**src/rtl/mem_request_arbiter_if.sv**
```systemverilog
// Shared core/RAM bus seen by the memory request arbiter.
// master = the arbiter itself; slave = the core and RAM around it.
interface mem_request_arbiter_if #(
  parameter int ADDR_W = 32,
  parameter int DATA_W = 32
);
  // Core fetch port
  logic              imem_req;
  logic [ADDR_W-1:0] imemaddr;
  logic [DATA_W-1:0] imemload;
  logic              iready;
  // Core data port
  logic              dmem_ren;
  logic              dmem_wen;
  logic [ADDR_W-1:0] dmemaddr;
  logic [DATA_W-1:0] dmemstore;
  logic [DATA_W-1:0] dmemload;
  logic              dready;
  // Shared RAM port
  logic [ADDR_W-1:0] ramaddr;
  logic [DATA_W-1:0] ramstore;
  logic              ram_ren;
  logic              ram_wen;
  logic [DATA_W-1:0] ramload;
  logic              ram_ack;
  logic              bus_err;

  // Handshake: a core request (imem_req / dmem_ren / dmem_wen) is held until
  // its one-cycle iready/dready strobe; the RAM completes the access that is
  // enabled by ram_ren/ram_wen in the cycle it raises ram_ack.
  modport master (
    input  imem_req, imemaddr, dmem_ren, dmem_wen, dmemaddr, dmemstore,
    input  ramload, ram_ack,
    output imemload, iready, dmemload, dready,
    output ramaddr, ramstore, ram_ren, ram_wen, bus_err
  );

  modport slave (
    output imem_req, imemaddr, dmem_ren, dmem_wen, dmemaddr, dmemstore,
    output ramload, ram_ack,
    input  imemload, iready, dmemload, dready,
    input  ramaddr, ramstore, ram_ren, ram_wen, bus_err
  );
endinterface

```
**src/rtl/mem_request_arbiter.sv**
```systemverilog
// Arbitrates the core fetch and data ports onto one RAM port, data first,
// with a per-access timeout that aborts a stalled RAM access.
module mem_request_arbiter #(
  parameter int ADDR_W  = 32,
  parameter int DATA_W  = 32,
  parameter int TIMEOUT = 255
) (
  input  logic                    clk,
  input  logic                    rst,
  mem_request_arbiter_if.master   bus,
  output logic [1:0]              o_dbg_state
);

  typedef enum logic [1:0] {
    IDLE  = 2'd0,
    DATA  = 2'd1,
    FETCH = 2'd2,
    DONE  = 2'd3
  } state_t;

  localparam int CNT_W = 16;
  localparam logic [CNT_W-1:0] LAST_CNT = CNT_W'(TIMEOUT - 1);

  state_t            r_state, w_state_nxt;
  logic [CNT_W-1:0]  r_cnt, w_cnt_nxt;
  logic [ADDR_W-1:0] r_ramaddr, w_ramaddr_nxt;
  logic [DATA_W-1:0] r_ramstore, w_ramstore_nxt;
  logic              r_ram_ren, w_ram_ren_nxt;
  logic              r_ram_wen, w_ram_wen_nxt;
  logic [DATA_W-1:0] r_imemload, w_imemload_nxt;
  logic [DATA_W-1:0] r_dmemload, w_dmemload_nxt;
  logic              r_iready, w_iready_nxt;
  logic              r_dready, w_dready_nxt;
  logic              r_bus_err, w_bus_err_nxt;

  always_ff @(posedge clk) begin
    if (rst) begin
      r_state    <= IDLE;
      r_cnt      <= '0;
      r_ramaddr  <= '0;
      r_ramstore <= '0;
      r_ram_ren  <= 1'b0;
      r_ram_wen  <= 1'b0;
      r_imemload <= '0;
      r_dmemload <= '0;
      r_iready   <= 1'b0;
      r_dready   <= 1'b0;
      r_bus_err  <= 1'b0;
    end else begin
      r_state    <= w_state_nxt;
      r_cnt      <= w_cnt_nxt;
      r_ramaddr  <= w_ramaddr_nxt;
      r_ramstore <= w_ramstore_nxt;
      r_ram_ren  <= w_ram_ren_nxt;
      r_ram_wen  <= w_ram_wen_nxt;
      r_imemload <= w_imemload_nxt;
      r_dmemload <= w_dmemload_nxt;
      r_iready   <= w_iready_nxt;
      r_dready   <= w_dready_nxt;
      r_bus_err  <= w_bus_err_nxt;
    end
  end

  // Strobes are computed on the way into DONE so they are high only there.
  always_comb begin
    w_state_nxt    = r_state;
    w_cnt_nxt      = r_cnt;
    w_ramaddr_nxt  = r_ramaddr;
    w_ramstore_nxt = r_ramstore;
    w_ram_ren_nxt  = r_ram_ren;
    w_ram_wen_nxt  = r_ram_wen;
    w_imemload_nxt = r_imemload;
    w_dmemload_nxt = r_dmemload;
    w_iready_nxt   = 1'b0;
    w_dready_nxt   = 1'b0;
    w_bus_err_nxt  = 1'b0;

    case (r_state)
      IDLE: begin
        w_cnt_nxt = '0;
        if (bus.dmem_ren || bus.dmem_wen) begin
          // A simultaneous load and store request resolves to the store.
          w_ramaddr_nxt  = bus.dmemaddr;
          w_ramstore_nxt = bus.dmemstore;
          w_ram_wen_nxt  = bus.dmem_wen;
          w_ram_ren_nxt  = ~bus.dmem_wen;
          w_state_nxt    = DATA;
        end else if (bus.imem_req) begin
          w_ramaddr_nxt = bus.imemaddr;
          w_ram_ren_nxt = 1'b1;
          w_ram_wen_nxt = 1'b0;
          w_state_nxt   = FETCH;
        end
      end

      DATA, FETCH: begin
        if (bus.ram_ack) begin
          w_ram_ren_nxt = 1'b0;
          w_ram_wen_nxt = 1'b0;
          if (r_state == FETCH) begin
            w_imemload_nxt = bus.ramload;
            w_iready_nxt   = 1'b1;
          end else begin
            if (!r_ram_wen) w_dmemload_nxt = bus.ramload;
            w_dready_nxt = 1'b1;
          end
          w_state_nxt = DONE;
        end else if (r_cnt == LAST_CNT) begin
          // Timeout abort: the target load register reads back as zero.
          w_ram_ren_nxt = 1'b0;
          w_ram_wen_nxt = 1'b0;
          w_bus_err_nxt = 1'b1;
          if (r_state == FETCH) begin
            w_imemload_nxt = '0;
            w_iready_nxt   = 1'b1;
          end else begin
            if (!r_ram_wen) w_dmemload_nxt = '0;
            w_dready_nxt = 1'b1;
          end
          w_state_nxt = DONE;
        end else begin
          w_cnt_nxt = r_cnt + 1'b1;
        end
      end

      DONE: begin
        w_cnt_nxt   = '0;
        w_state_nxt = IDLE;
      end

      default: w_state_nxt = IDLE;
    endcase
  end

  assign bus.ramaddr  = r_ramaddr;
  assign bus.ramstore = r_ramstore;
  assign bus.ram_ren  = r_ram_ren;
  assign bus.ram_wen  = r_ram_wen;
  assign bus.imemload = r_imemload;
  assign bus.dmemload = r_dmemload;
  assign bus.iready   = r_iready;
  assign bus.dready   = r_dready;
  assign bus.bus_err  = r_bus_err;
  assign o_dbg_state  = r_state;

endmodule

```
**src/flat_wrapper.sv**
```systemverilog
// flat-port wrapper written by rule: the top's interface ports become plain ports
module mem_request_arbiter_flat 
#(
  parameter int ADDR_W  = 32,
  parameter int DATA_W  = 32,
  parameter int TIMEOUT = 255
)
  (clk, rst, o_dbg_state, bus_imem_req, bus_imemaddr, bus_dmem_ren, bus_dmem_wen, bus_dmemaddr, bus_dmemstore, bus_ramload, bus_ram_ack, bus_imemload, bus_iready, bus_dmemload, bus_dready, bus_ramaddr, bus_ramstore, bus_ram_ren, bus_ram_wen, bus_bus_err);
  mem_request_arbiter_if #(.ADDR_W(ADDR_W), .DATA_W(DATA_W)) bus_i ();
  input  logic clk;
  input  logic rst;
  output logic [1:0] o_dbg_state;
  input wire logic [$bits(bus_i.imem_req)-1:0] bus_imem_req;
  input wire logic [$bits(bus_i.imemaddr)-1:0] bus_imemaddr;
  input wire logic [$bits(bus_i.dmem_ren)-1:0] bus_dmem_ren;
  input wire logic [$bits(bus_i.dmem_wen)-1:0] bus_dmem_wen;
  input wire logic [$bits(bus_i.dmemaddr)-1:0] bus_dmemaddr;
  input wire logic [$bits(bus_i.dmemstore)-1:0] bus_dmemstore;
  input wire logic [$bits(bus_i.ramload)-1:0] bus_ramload;
  input wire logic [$bits(bus_i.ram_ack)-1:0] bus_ram_ack;
  output wire logic [$bits(bus_i.imemload)-1:0] bus_imemload;
  output wire logic [$bits(bus_i.iready)-1:0] bus_iready;
  output wire logic [$bits(bus_i.dmemload)-1:0] bus_dmemload;
  output wire logic [$bits(bus_i.dready)-1:0] bus_dready;
  output wire logic [$bits(bus_i.ramaddr)-1:0] bus_ramaddr;
  output wire logic [$bits(bus_i.ramstore)-1:0] bus_ramstore;
  output wire logic [$bits(bus_i.ram_ren)-1:0] bus_ram_ren;
  output wire logic [$bits(bus_i.ram_wen)-1:0] bus_ram_wen;
  output wire logic [$bits(bus_i.bus_err)-1:0] bus_bus_err;
  assign bus_i.imem_req = bus_imem_req;
  assign bus_i.imemaddr = bus_imemaddr;
  assign bus_i.dmem_ren = bus_dmem_ren;
  assign bus_i.dmem_wen = bus_dmem_wen;
  assign bus_i.dmemaddr = bus_dmemaddr;
  assign bus_i.dmemstore = bus_dmemstore;
  assign bus_i.ramload = bus_ramload;
  assign bus_i.ram_ack = bus_ram_ack;
  assign bus_imemload = bus_i.imemload;
  assign bus_iready = bus_i.iready;
  assign bus_dmemload = bus_i.dmemload;
  assign bus_dready = bus_i.dready;
  assign bus_ramaddr = bus_i.ramaddr;
  assign bus_ramstore = bus_i.ramstore;
  assign bus_ram_ren = bus_i.ram_ren;
  assign bus_ram_wen = bus_i.ram_wen;
  assign bus_bus_err = bus_i.bus_err;
  mem_request_arbiter #(.ADDR_W(ADDR_W), .DATA_W(DATA_W), .TIMEOUT(TIMEOUT)) u_core (.clk(clk), .rst(rst), .bus(bus_i), .o_dbg_state(o_dbg_state));
endmodule
```
**config.mk**
```make
export PLATFORM = sky130hd
export DESIGN_NAME = mem_request_arbiter_flat
export DESIGN_NICKNAME = d
export VERILOG_FILES = /design/src/rtl/mem_request_arbiter_if.sv /design/src/rtl/mem_request_arbiter.sv /design/src/flat_wrapper.sv
export SDC_FILE = /design/constraint.sdc
export NUM_CORES = 1
export LEC_CHECK = 0
export ABC_AREA = 1
export BUFFER_PORTS_ARGS = -buffer_cell sky130_fd_sc_hd__buf_2
export CAP_MARGIN = 0
export CORE_UTILIZATION = 50
export CTS_BUF_LIST = sky130_fd_sc_hd__clkbuf_8
export DETAILED_ROUTE_END_ITERATION = 8
export PLACE_DENSITY = 0.82
export SETUP_SLACK_MARGIN = 0.15
export SLEW_MARGIN = 10
export SYNTH_ARGS = -nofsm -noshare
export SYNTH_HDL_FRONTEND = slang
export SYNTH_SLANG_ARGS = --single-unit
```
**constraint.sdc**
```tcl
create_clock -name clk -period 2.58 [get_ports clk]
set_clock_uncertainty 0.15 [all_clocks]
set_input_delay 0.516 -clock clk [delete_from_list [all_inputs] [get_ports clk]]
set_output_delay 0.516 -clock clk [all_outputs]
set_load 0.01 [all_outputs]
```
==> results.txt <==
Among cell families on the critical path, the largest total delay comes from simple AND/OR/NAND/NOR gates. The multi-input combinational cells in the finished layout cover a total of 0.002968 mm^2. For this run, the register share of the synthesized area comes to 45.05%. The final total negative setup slack is 0 ps, and the clock net sink count is 151. The register area was 0.003023 mm^2. The critical path arrival was 2440 ps. Critical path's most frequent cell: nor2_1.

The chip height came out at 117.8 um. The tool flagged a number of max-cap violations equal to 0. The number of clock buffers added by TritonCTS is 17. Counting flops and latches in the post-synthesis netlist gives 151. The run gives 0.008169 mm^2 as the post-placement cell area. The worst min-delay path startpoint was bus_dmemstore[14]. When the netlist entered floorplanning its net count stood at 1,147. The run gives 13.34 mm as the post-DP HPWL. After detailed routing, the average wire length per cell comes to 12.99 um. The critical path launch point type is a register. The tools report the starting DRC count in detailed routing as 564. For the via count of the first global-routing pass, the log shows 6,219. On the critical path, the stage with the largest delay is an instance of nand3_4.

After clock tree synthesis, the clock-pin slew on the worst setup and hold paths is 90 ps. Port buffering added 268 buffers. The portion of synthesized cell area occupied by the leading cell type is 45.05%. The die covers 0.01389 mm^2. The per-cell via count in the routed design came out at 4.846.

The wire length of the first global-routing pass is 29.57 mm, and the number of buffer and inverter stages on the critical path is 0. The finished cells cover 0.008568 mm^2. The data required time of the critical path is 2780 ps, and the final setup violation count is 0. In this run the count of I/O pins placed on the die edge is 269. The tools report the buffer cell driving the clock tree root as clkbuf_8. Power spread over the standard cell area amounts to 962.1 mW/mm^2. TritonCTS built the clock tree.

The tools report the minimum setup slack in the final design as 341.9 ps. Setup repair after global routing could not meet its margin everywhere. Post-synthesis share of cell area spent on and, or, nand and nor gates: 32.30%.

The global routing stage identified its most utilized layer as met2. For the source-to-sink clock delay at the later pin of the worst-skew pair, the log shows 450 ps. By area, the combinational part of the netlist is dominated by simple AND/OR/NAND/NOR gates. Summing over every cut layer, the via total after detailed routing is 6,969.

The tools report the summed instance area of the synthesized netlist as 0.006710 mm^2. The first-pass detailed-route iteration total was 5; the worst voltage drop across the vdd grid was 0.0005336 V. The fraction of final layout cells with drive strength greater than 1 is 26.19%. Yosys printed 0 warnings. Ranked by instance count, the synthesized netlist is headed by nand2_1 (263), nor2_1 (198), dfxtp_1 (151), inv_1 (130), o21ai_0 (73). The tools report the endpoint class of the critical path as a register. Most frequent cell after synthesis: nand2_1. The floorplan step defined a core boundary enclosing 0.01288 mm^2. The prevailing post-synth register cell is dfxtp_1. Counting along the longest clock path gives a buffer depth of 2.

The path class of the tightest hold or removal check is primary input to register. The logs give 2 for the number of antenna violations at the first check in global routing and 4.689 nW for the static leakage. The adder-cell share of the synthesized area was 1.119%; the slew at the pin closest to its max-slew limit was 587.4 ps. Dividing the final minimum period by the clock period gives 86.75%.

For this run, global-route usage on met1 was measured as 29.98%. In this design, the stage delay of the slowest critical-path cell is 460 ps. The maximum fanout encountered on the critical timing path came out at 54. Tracing the worst setup path back leads to its startpoint at u_core.r_cnt[1].

From synthesis to final layout, the design area changed by 27.69%. Entering global routing, the biggest net connects 80 pins. Counting I/O delays and the setup requirement, the final critical path takes 2238 ps. The number of hold-slack violations in the final timing report was 0. The post-synthesis xor/xnor area fraction is 0.5221%, and the met3 usage is 7.074%. A synthesized cell averages 6.664 um^2.

The DRC violations left was 0; the final layout net count was 1,391. In this run the number of H-tree levels came out at 4. The flow ran to the end, and the final reports show no timing, DRC or antenna violations.

Walking the worst path, the cells encountered are ha_1 > nand2_1 > nor2_1 > nand2_4 > nand2_4 > nand3_4 > nor2_1 > nor2_1. The mux share of post-synthesis cell area was 0%. The instance count of the mapped netlist is 1,007. For the wire length after detailed routing, the log shows 18.68 mm. In this run, distinct cell masters in the synthesized netlist total 25. After global routing the overflow that remains totals 0. The synthesized-area fraction occupied by ao, oa, aoi and oai cells was 10.05%; the share of synthesized flip-flops with an asynchronous set or reset was 0%.

The worst max-slew margin expressed relative to the limit is 60.84%. Routability-driven placement finished with a final weighted congestion of 0.9587. Fill cells in the final layout number 1,196. The highest clock frequency the design can meet is 446.8 MHz. The floorplan has 41 rows. For this configuration, the core starts out at a cell density of 52.11%. The start of the worst register-to-register path was u_core.r_cnt[1].

The logs give 382.5 ps for the post-place setup slack and 66.54% for the share of the core filled with cells. Type of the worst setup path: register to register. The biggest area contributor in the post-synthesis netlist is dfxtp_1.

Global routing consumed, on the met2 layer, 46.54% of the routing resources. Ranked by total cell area, the synthesized netlist is headed by dfxtp_1 (45%), nand2_1 (15%), nor2_1 (11%). The final count of pins violating max slew is 0. The count of nets left with antenna violations once routing finished came out at 0. The tools report the final hold slack as 126.3 ps. The width of the die is 117.8 um, and the number of enable flip-flop cells after synthesis is 0. Global routing used 26.64% of the available tracks across all layers.
==> registers in the layout, summed over array words and instances (netlist names) <==
| signal | count |
|---|---|
| u_core.bus.imemload | 32 |
| u_core.bus.ramstore | 32 |
| u_core.bus.ramaddr | 32 |
| u_core.bus.ram_ren | 1 |
| u_core.bus.dready | 1 |
| u_core.r_cnt | 16 |
| u_core.bus.bus_err | 1 |
| u_core.o_dbg_state | 2 |
| u_core.bus.iready | 1 |
| u_core.bus.dmemload | 32 |
| u_core.bus.ram_wen | 1 |
==> metal layers <==
metal / part of all wire [%] / up-vias
met5: 0 / -
met4: 2.6 / 0
met3: 7.0 / 32
met2: 49 / 277
met1: 41 / 3056
li1: - / 3604
==> cell type report <==
| type | count | area share (%) |
|---|---|---|
| clock buffer | 17 | 2.731 |
| sequential | 151 | 35.28 |
| antenna | 2 | 0.05841 |
| clock inverter | 15 | 1.869 |
| tap | 172 | 2.512 |
| inverter | 132 | 5.797 |
| multi-input combinational | 666 | 34.64 |
| timing repair buffer | 283 | 17.11 |
==> placed cells by master, fill, tap and decap left out, drive strengths merged <==
cell,instances
a31oi,33
nand4,28
a21oi,16
diode,2
clkinv,5
clkinvlp,3
nand2,268
bufinv,1
nor2,200
dfxtp,151
nor4,1
o21ai,73
nand3,30
buf,283
xor2,4
ha,6
clkbuf,17
inv,138
or2,1
nor3,3
o21bai,3
==> stage by stage <==
stage	instances	total power [mW]
after floorplan	1007	5.304
after global placement	1404	6.418
after detailed placement	1404	6.475
after CTS	1436	8.279
after global routing	1438	8.820
final	1438	8.243
==> worst min-delay path, cell delays in order <==
cell	delay, ps
buf_2	80
nor2_1	30
nor2_1	80
==> what timing repair did <==
action	4_1_cts	5_1_grt
hold buffers	0	0
resized for setup	0	0
endpoints found under the setup margin	0	7
setup buffers	0	0
==> power by group <==
part / total [mW] / internal, mW / switching (mW)
Combinational: 3.19 / 1.16 / 2.04
Clock: 1.81 / 0.800 / 1.01
Sequential: 3.24 / 2.95 / 0.297
Total: 8.24 / 4.90 / 3.34
==> cell families (layout without fill, tap and decap cells) <==
family | after synthesis | after routing
buffers and inverters | 190 | 447
AND/OR/NAND/NOR | 531 | 531
adder cells (fa/ha/maj) | 6 | 6
AO/OA/AOI/OAI | 125 | 125
other | 0 | 2
XOR/XNOR | 4 | 4
flip-flops | 151 | 151
==> path summary, 6_finish.rpt <==
kind              slack (ps)                       to  depth (start not counted)
setup / recovery         340   u_core.bus.imemload[6]                          8
hold / removal           130  u_core.bus.ramstore[14]                          3
setup reg to reg         340   u_core.bus.imemload[6]                          8
hold reg to reg          320       u_core.bus.ram_ren                          2
Note: power is estimated with default switching activity, not from simulation.
